`src/rtl/mc_control.sv`:
```
// Multi-cycle MIPS-style control unit: one state per microstep, bounded memory waits,
// and a saturating count of retired instructions.
module mc_control #(
    parameter int ALUOP_W     = 3,
    parameter int CNT_W       = 16,
    parameter int MEM_TIMEOUT = 15
) (
    input  logic               clk_i,
    input  logic               rst_i,
    input  logic [5:0]         instr_op_i,
    input  logic [5:0]         funct_i,
    input  logic               zero_i,
    input  logic               mem_ready_i,
    output logic               pc_write_o,
    output logic [1:0]         pc_src_o,
    output logic               ir_write_o,
    output logic               mem_read_o,
    output logic               mem_write_o,
    output logic               iord_o,
    output logic               alu_src_a_o,
    output logic [1:0]         alu_src_b_o,
    output logic [ALUOP_W-1:0] alu_op_o,
    output logic               reg_write_o,
    output logic [1:0]         reg_dst_o,
    output logic [1:0]         mem_to_reg_o,
    output logic [3:0]         state_o,
    output logic               illegal_o,
    output logic               timeout_o,
    output logic [CNT_W-1:0]   instr_cnt_o
);

    localparam int WAIT_W = $clog2(MEM_TIMEOUT + 1);

    localparam logic [ALUOP_W-1:0] ALU_ADD  = ALUOP_W'(3'b000);
    localparam logic [ALUOP_W-1:0] ALU_SUB  = ALUOP_W'(3'b001);
    localparam logic [ALUOP_W-1:0] ALU_FUNC = ALUOP_W'(3'b010);
    localparam logic [ALUOP_W-1:0] ALU_ADDI = ALUOP_W'(3'b011);
    localparam logic [ALUOP_W-1:0] ALU_SLTI = ALUOP_W'(3'b100);

    typedef enum logic [3:0] {
        S_FETCH    = 4'd0,
        S_DECODE   = 4'd1,
        S_MEM_ADDR = 4'd2,
        S_MEM_RD   = 4'd3,
        S_MEM_WB   = 4'd4,
        S_MEM_WR   = 4'd5,
        S_EXEC_R   = 4'd6,
        S_WB_R     = 4'd7,
        S_EXEC_I   = 4'd8,
        S_WB_I     = 4'd9,
        S_BRANCH   = 4'd10,
        S_JUMP     = 4'd11,
        S_JR       = 4'd12
    } state_t;

    state_t              state, state_nxt;
    logic [WAIT_W-1:0]   wait_cnt, wait_nxt;
    logic [CNT_W-1:0]    instr_cnt;
    logic                waiting, expired, retire;

    assign waiting = (state == S_FETCH) || (state == S_MEM_RD) || (state == S_MEM_WR);
    assign expired = waiting && (wait_cnt == WAIT_W'(MEM_TIMEOUT));

    always_ff @(posedge clk_i or posedge rst_i) begin
        if (rst_i) begin
            state     <= S_FETCH;
            wait_cnt  <= '0;
            instr_cnt <= '0;
        end else begin
            state    <= state_nxt;
            wait_cnt <= wait_nxt;
            if (retire && !(&instr_cnt))
                instr_cnt <= instr_cnt + 1'b1;
        end
    end

    // The counter only advances while parked in the same waiting state; any move clears it.
    assign wait_nxt = (waiting && !expired && state_nxt == state) ? wait_cnt + 1'b1 : '0;

    always_comb begin
        state_nxt    = state;
        pc_write_o   = 1'b0;
        pc_src_o     = 2'b00;
        ir_write_o   = 1'b0;
        mem_read_o   = 1'b0;
        mem_write_o  = 1'b0;
        iord_o       = 1'b0;
        alu_src_a_o  = 1'b0;
        alu_src_b_o  = 2'b00;
        alu_op_o     = ALU_ADD;
        reg_write_o  = 1'b0;
        reg_dst_o    = 2'b00;
        mem_to_reg_o = 2'b00;
        illegal_o    = 1'b0;
        timeout_o    = 1'b0;
        retire       = 1'b0;
        if (expired) begin
            // Abort silently: no strobes, no writes, ready is not consulted.
            timeout_o = 1'b1;
            state_nxt = S_FETCH;
        end else begin
            case (state)
                S_FETCH: begin
                    mem_read_o  = 1'b1;
                    alu_src_b_o = 2'b01;
                    if (mem_ready_i) begin
                        ir_write_o = 1'b1;
                        pc_write_o = 1'b1;
                        state_nxt  = S_DECODE;
                    end
                end
                S_DECODE: begin
                    alu_src_b_o = 2'b11;
                    case (instr_op_i)
                        6'd0:         state_nxt = (funct_i == 6'b001000) ? S_JR : S_EXEC_R;
                        6'd4:         state_nxt = S_BRANCH;
                        6'd8, 6'd10:  state_nxt = S_EXEC_I;
                        6'd35, 6'd43: state_nxt = S_MEM_ADDR;
                        6'd2, 6'd3:   state_nxt = S_JUMP;
                        default: begin
                            illegal_o = 1'b1;
                            state_nxt = S_FETCH;
                        end
                    endcase
                end
                S_MEM_ADDR: begin
                    alu_src_a_o = 1'b1;
                    alu_src_b_o = 2'b10;
                    state_nxt   = (instr_op_i == 6'd35) ? S_MEM_RD : S_MEM_WR;
                end
                S_MEM_RD: begin
                    mem_read_o = 1'b1;
                    iord_o     = 1'b1;
                    if (mem_ready_i) state_nxt = S_MEM_WB;
                end
                S_MEM_WB: begin
                    reg_write_o  = 1'b1;
                    mem_to_reg_o = 2'b01;
                    state_nxt    = S_FETCH;
                    retire       = 1'b1;
                end
                S_MEM_WR: begin
                    mem_write_o = 1'b1;
                    iord_o      = 1'b1;
                    if (mem_ready_i) begin
                        state_nxt = S_FETCH;
                        retire    = 1'b1;
                    end
                end
                S_EXEC_R: begin
                    alu_src_a_o = 1'b1;
                    alu_op_o    = ALU_FUNC;
                    state_nxt   = S_WB_R;
                end
                S_WB_R: begin
                    reg_write_o = 1'b1;
                    reg_dst_o   = 2'b01;
                    state_nxt   = S_FETCH;
                    retire      = 1'b1;
                end
                S_EXEC_I: begin
                    alu_src_a_o = 1'b1;
                    alu_src_b_o = 2'b10;
                    alu_op_o    = (instr_op_i == 6'd10) ? ALU_SLTI : ALU_ADDI;
                    state_nxt   = S_WB_I;
                end
                S_WB_I: begin
                    reg_write_o = 1'b1;
                    state_nxt   = S_FETCH;
                    retire      = 1'b1;
                end
                S_BRANCH: begin
                    alu_src_a_o = 1'b1;
                    alu_op_o    = ALU_SUB;
                    pc_src_o    = 2'b01;
                    pc_write_o  = zero_i;
                    state_nxt   = S_FETCH;
                    retire      = 1'b1;
                end
                S_JUMP: begin
                    pc_write_o = 1'b1;
                    pc_src_o   = 2'b10;
                    if (instr_op_i == 6'd3) begin
                        reg_write_o  = 1'b1;
                        reg_dst_o    = 2'b10;
                        mem_to_reg_o = 2'b10;
                    end
                    state_nxt = S_FETCH;
                    retire    = 1'b1;
                end
                S_JR: begin
                    pc_write_o = 1'b1;
                    pc_src_o   = 2'b11;
                    state_nxt  = S_FETCH;
                    retire     = 1'b1;
                end
                default: state_nxt = S_FETCH;
            endcase
        end
    end

    assign state_o     = state;
    assign instr_cnt_o = instr_cnt;

endmodule

```
`config.mk`:
```
export PLATFORM = sky130hd
export DESIGN_NAME = mc_control
export DESIGN_NICKNAME = d
export VERILOG_FILES = /design/src/rtl/mc_control.sv
export SDC_FILE = /design/constraint.sdc
export NUM_CORES = 1
export LEC_CHECK = 0
export CORE_MARGIN = 8
export CORE_UTILIZATION = 30
export DETAILED_ROUTE_END_ITERATION = 8
export HOLD_SLACK_MARGIN = 0.12
export SKIP_CTS_REPAIR_TIMING = 1
export SLEW_MARGIN = 15
export SYNTH_ARGS = -nofsm -noshare
export SYNTH_HDL_FRONTEND = slang
export SYNTH_SLANG_ARGS = --single-unit
```
`constraint.sdc`:
```
create_clock -name clk_i -period 2.45 [get_ports clk_i]
set_input_delay 0.245 -clock clk_i [delete_from_list [all_inputs] [get_ports clk_i]]
set_output_delay 0.245 -clock clk_i [all_outputs]
set_load 0.05 [all_outputs]
```
; ---- Word-level counts from Yosys, hierarchy flattened
; Cells that the tools add are included.
[word_totals]
register_bits = 24
latchBits = 0
mem_bits_rw = 0
rom_bits = 0
wordCells = 92
n_memories = 0
[op_classes]
n_addsub = 2
multipliers = 0
div = 0
n_lt_le_gt_ge = 0
eq_ne = 22
n_shift = 0
n_mux = 43
bitwise = 0
reduce_logical = 22
[ops]
columns = operator, n
row1 = $pmux W4 S7, 1
row2 = $eq A4 B4 Y1 const B, 6
row3 = $mux W4, 6
row4 = $pmux W4 S5, 1
row5 = $mux W1, 19
row6 = $eq A6 B4 Y1 const B, 3
row7 = $add A16 B1 Y16 const B, 1
row8 = $eq A4 B3 Y1 const B, 4
row9 = $reduce_and A16 Y1, 1
row10 = $reduce_or A2 Y1, 7
row11 = $eq A6 B2 Y1 const B, 2
row12 = $eq A6 B6 Y1 const B, 2
row13 = $pmux W2 S3, 2
row14 = $mux W2, 5
row15 = $mux W3, 3
row16 = $pmux W3 S3, 1
row17 = $eq A4 B2 Y1 const B, 2
row18 = $pmux W2 S2, 2
row19 = $reduce_or A8 Y1, 1
row20 = $eq A6 B3 Y1 const B, 1
row21 = $logic_not A6 Y1, 1
row22 = $reduce_or A6 Y1, 1
row23 = $add A4 B1 Y4 const B, 1
row24 = $eq A4 B1 Y1 const B, 1
row25 = other kinds (9), 15

; ---- Depth between registers and ports, before layout
; Gate-level depths: netlist of run 1.
[depth]
word_depth = 8
ltp_mapped = 7
mapped_depth_nobuf = 6

; ---- Worst setup path after synthesis of run 1
; No wires, ideal clock.
[synth_path]
path_type = flip-flop to output port
from = reg state[2], in the netlist state_o[2]
to = out alu_src_b_o[0]
t_arrival_ns = 3.099
slack_ns = -0.894
stages_incl_launch_ff = 7
cell_sequence = dfrtp_1 buf_2 buf_2 nor3_1 a21oi_1 nor3_1 nor4_1
[synth_via]
elab_chain_len = 5
word_cells_on_any_way = 12
[synth_lines]
columns = item, line_no
row1 = "start, declared", 56  ; state_t state, state_nxt;
row2 = "start signal, assigned", 70  ; state <= state_nxt;
row3 = branches (longest 4 deep; another with $eq A4 B4 Y1), n/a
row4 = $mux W2 *, 97  ; if (expired) begin
row5 = "end, declared", 21  ; output logic [1:0] alu_src_b_o,
; Every way passes the cells marked *.

; ---- Final worst setup path of run 1
; Ends and elaborated chain as after synthesis.

==> results of run 1 <==
## state kept, by name, summed over array words and instances (netlist names)
name	flops
instr_cnt_o	16
state_o	4
wait_cnt	4
## metal layers
metal / vias to the layer above / routed length (um) / GRT usage
met5: - / 0 / 0
met4: 0 / 27 / 0.0201
met3: 2 / 278 / 0.0348
li1: 835 / - / -
met1: 766 / 2230 / 0.155
met2: 39 / 2170 / 0.167
## stage by stage
stage	cells	cell area (sq um)
floorplan	202	1830
global placement	326	2580
detailed placement	326	2580
CTS	330	2640
global route	330	2640
finish	330	2640
## Yosys cell counts (all sizes together), types with 6 or more instances
master  instances
dfrtp          24
nand4           8
nand2          11
and3           12
buf             9
nor2b           6
xnor2          15
a21oi           6
nor3           11
nand3          13
nand2b          6
nor2           20
## cell usage in the layout, fill, tap and decap left out, types with 3 or more instances in the layout
master	n
o211ai_1	3
dfrtp_1	22
xnor2_1	15
o21ai_0	5
buf_12	14
nand4_1	8
and3_1	10
nor2b_1	6
inv_1	5
nor3_2	4
nand2b_1	5
buf_4	14
a21oi_1	5
o31ai_1	3
nand2_1	10
nor2_1	19
nand3_1	12
clkdlybuf4s50_1	34
clkbuf_8	4
nor3_1	6
## critical path: cells and delay by family, from the launching register on
family	cells	cell delay, ps
and+or+nand+nor	2	440
DFF	1	630
xor gates and xnor gates	1	180
buffers and inverters	1	190
AOI/OAI and AO/OA	1	290
## report_power, final
| part | switching [W] | internal, W | leakage (nW) |
|---|---|---|---|
| registers | 0.0000935 | 0.000443 | 0.326 |
| logic | 0.000746 | 0.000504 | 0.733 |
| clock network | 0.000119 | 0.000143 | 0.0288 |
## layout make-up
cell class	instances	share of cell area
flip-flops and latches	24	0.229
repair buffers	62	0.275
well taps	75	0.0356
clock buffers	4	0.0209
inverters	5	0.00712
multi-input cells	160	0.432
## kinds of logic after synthesis
logic type	Yosys count	synth area share
simple gates	103	0.335
fa+ha+maj	3	0.0199
mux	5	0.0326
compound gates	32	0.131
flops	24	0.341
xor+xnor	17	0.0887
buf+inv	18	0.0518
## final timing paths
path | to | slack (ps) | start | depth (start not counted)
worst min register to register | wait_cnt[0] | 470 | wait_cnt[0] | 1
worst max register to register | wait_cnt[3] | 450 | wait_cnt[0] | 6
worst min-delay path | state_o[0] | 220 | rst_i | 2
max in group asynchronous | instr_cnt_o[14] | 1690 | rst_i | 3
min in group clk_i | wait_cnt[0] | 470 | wait_cnt[0] | 1
worst max-delay path | alu_src_b_o[0] | 210 | state_o[2] | 5
==> results.json, run 1 <==
{
  "status": "complete, no violations",
  "clk_pin_slew_worst_paths_ps": 80,
  "clock_path_buffers": 2,
  "cts_tree": "yes",
  "postSynthCellCount": 202,
  "setup_violations": 0,
  "fp.dieH_um": 92.7,
  "ioPinCount": 56,
  "critPathRequiredTime_ps": 2200,
  "cts_root_buf": "clkbuf_8",
  "yosysTopAreaCell": "dfrtp_1",
  "wl_per_cell_um": 14.3,
  "utilization": 0.453,
  "worst_slew_pin_slew_ps": 505,
  "relSlewSlack": 0.662,
  "vias": 1642,
  "grt_max_degree": 23,
  "power_density_nw_per_um2": 777,
  "cts_made_buffers": 3,
  "cpPeakStageDelay_ps": 630,
  "setup_tns_ps": 0,
  "syn_area_sq_um": 1760,
  "finalPower_w": 0.00205,
  "ant_nets": 0,
  "n_fill_cell": 608,
  "htreeDepth": 1,
  "max-cap-violations": 0,
  "grtUsageTotal": 0.112,
  "ys_types": 57,
  "hpwl_um": 3720,
  "core_area_sq_um": 5820,
  "syn_nets": 220,
  "drt-total-wl_um": 4710,
  "vias_per_cell": 4.98,
  "drc": 0,
  "synth_edf_count": 0,
  "rsz0062_at_grt": "false",
  "yosys_warnings": 0,
  "path_cells": "xor2_2 -> a21oi_1 -> nor3_2 -> nor4_2 -> buf_12",
  "grt_pass1_vias": 1635,
  "start_util": 0.303,
  "multi_input_area_sq_um": 1140,
  "ys_seq_elements": 24,
  "final_layout_size_suffix_gt1_frac": 0.227,
  "slew_violations": 0,
  "worst_clock_skew_ps": 5.57,
  "ys_top_cells_by_area": "dfrtp_1, xnor2_1, nor2_1",
  "yosysSeqAreaShare": 0.341,
  "grt_overflow": 0,
  "pre_cts_ws_ps": 395,
  "finalCriticalPeriod_ps": 2240,
  "synth_top_area_share": 0.341,
  "finalWorstSetupSlack_ps": 210,
  "power_leakage_nw": 1.09,
  "synthToLayoutAreaGrowth_pct": 49.5,
  "diodes": 0,
  "die_area_sq_um": 8590,
  "min_period_over_period": 0.914,
  "synth_async_sr_flop_share": 1.00,
  "first_iter_violations": 100,
  "cts.sinks": 24,
  "synth_flop_cell": "dfrtp_1",
  "arrival_ps": 2000,
  "regArea_sq_um": 603,
  "antenna_found_initial": 0,
  "final_nets": 274,
  "fmax_mhz": 446,
  "cp_slowest_cell": "dfrtp_2",
  "path_class": "register to primary output",
  "clock_latency_ps": 260,
  "numPortBuffers": 55,
  "hp-class": "primary input to asynchronous set/reset pin",
  "die_w_um": 92.7,
  "end_kind": "primary output",
  "start_kind": "register",
  "finalHoldViolations": 0,
  "avgSynthCellArea_sq_um": 8.73,
  "dr.pass1.iters": 4,
  "crit_fanout": 22,
  "ir_drop_uv": 434,
  "grt_pass1_wl_um": 8040,
  "rows": 28,
  "gp_routability_congestion": 0.798,
  "whs_ps": 223
}
(Power assumes the default switching activity.)
==> run 2, diff against run 1 <==
CAP_MARGIN = 20   (was default)
CTS_CLUSTER_SIZE = 16   (was default)
==> results of run 2 <==
Same layout as run 1: the final DEF is identical, and so are final timing and power.
==> run 3, diff against run 2 <==
CTS_CLUSTER_SIZE = 12   (was 16)
==> results of run 3 <==
Same layout as run 1: the final DEF is identical, and so are final timing and power.
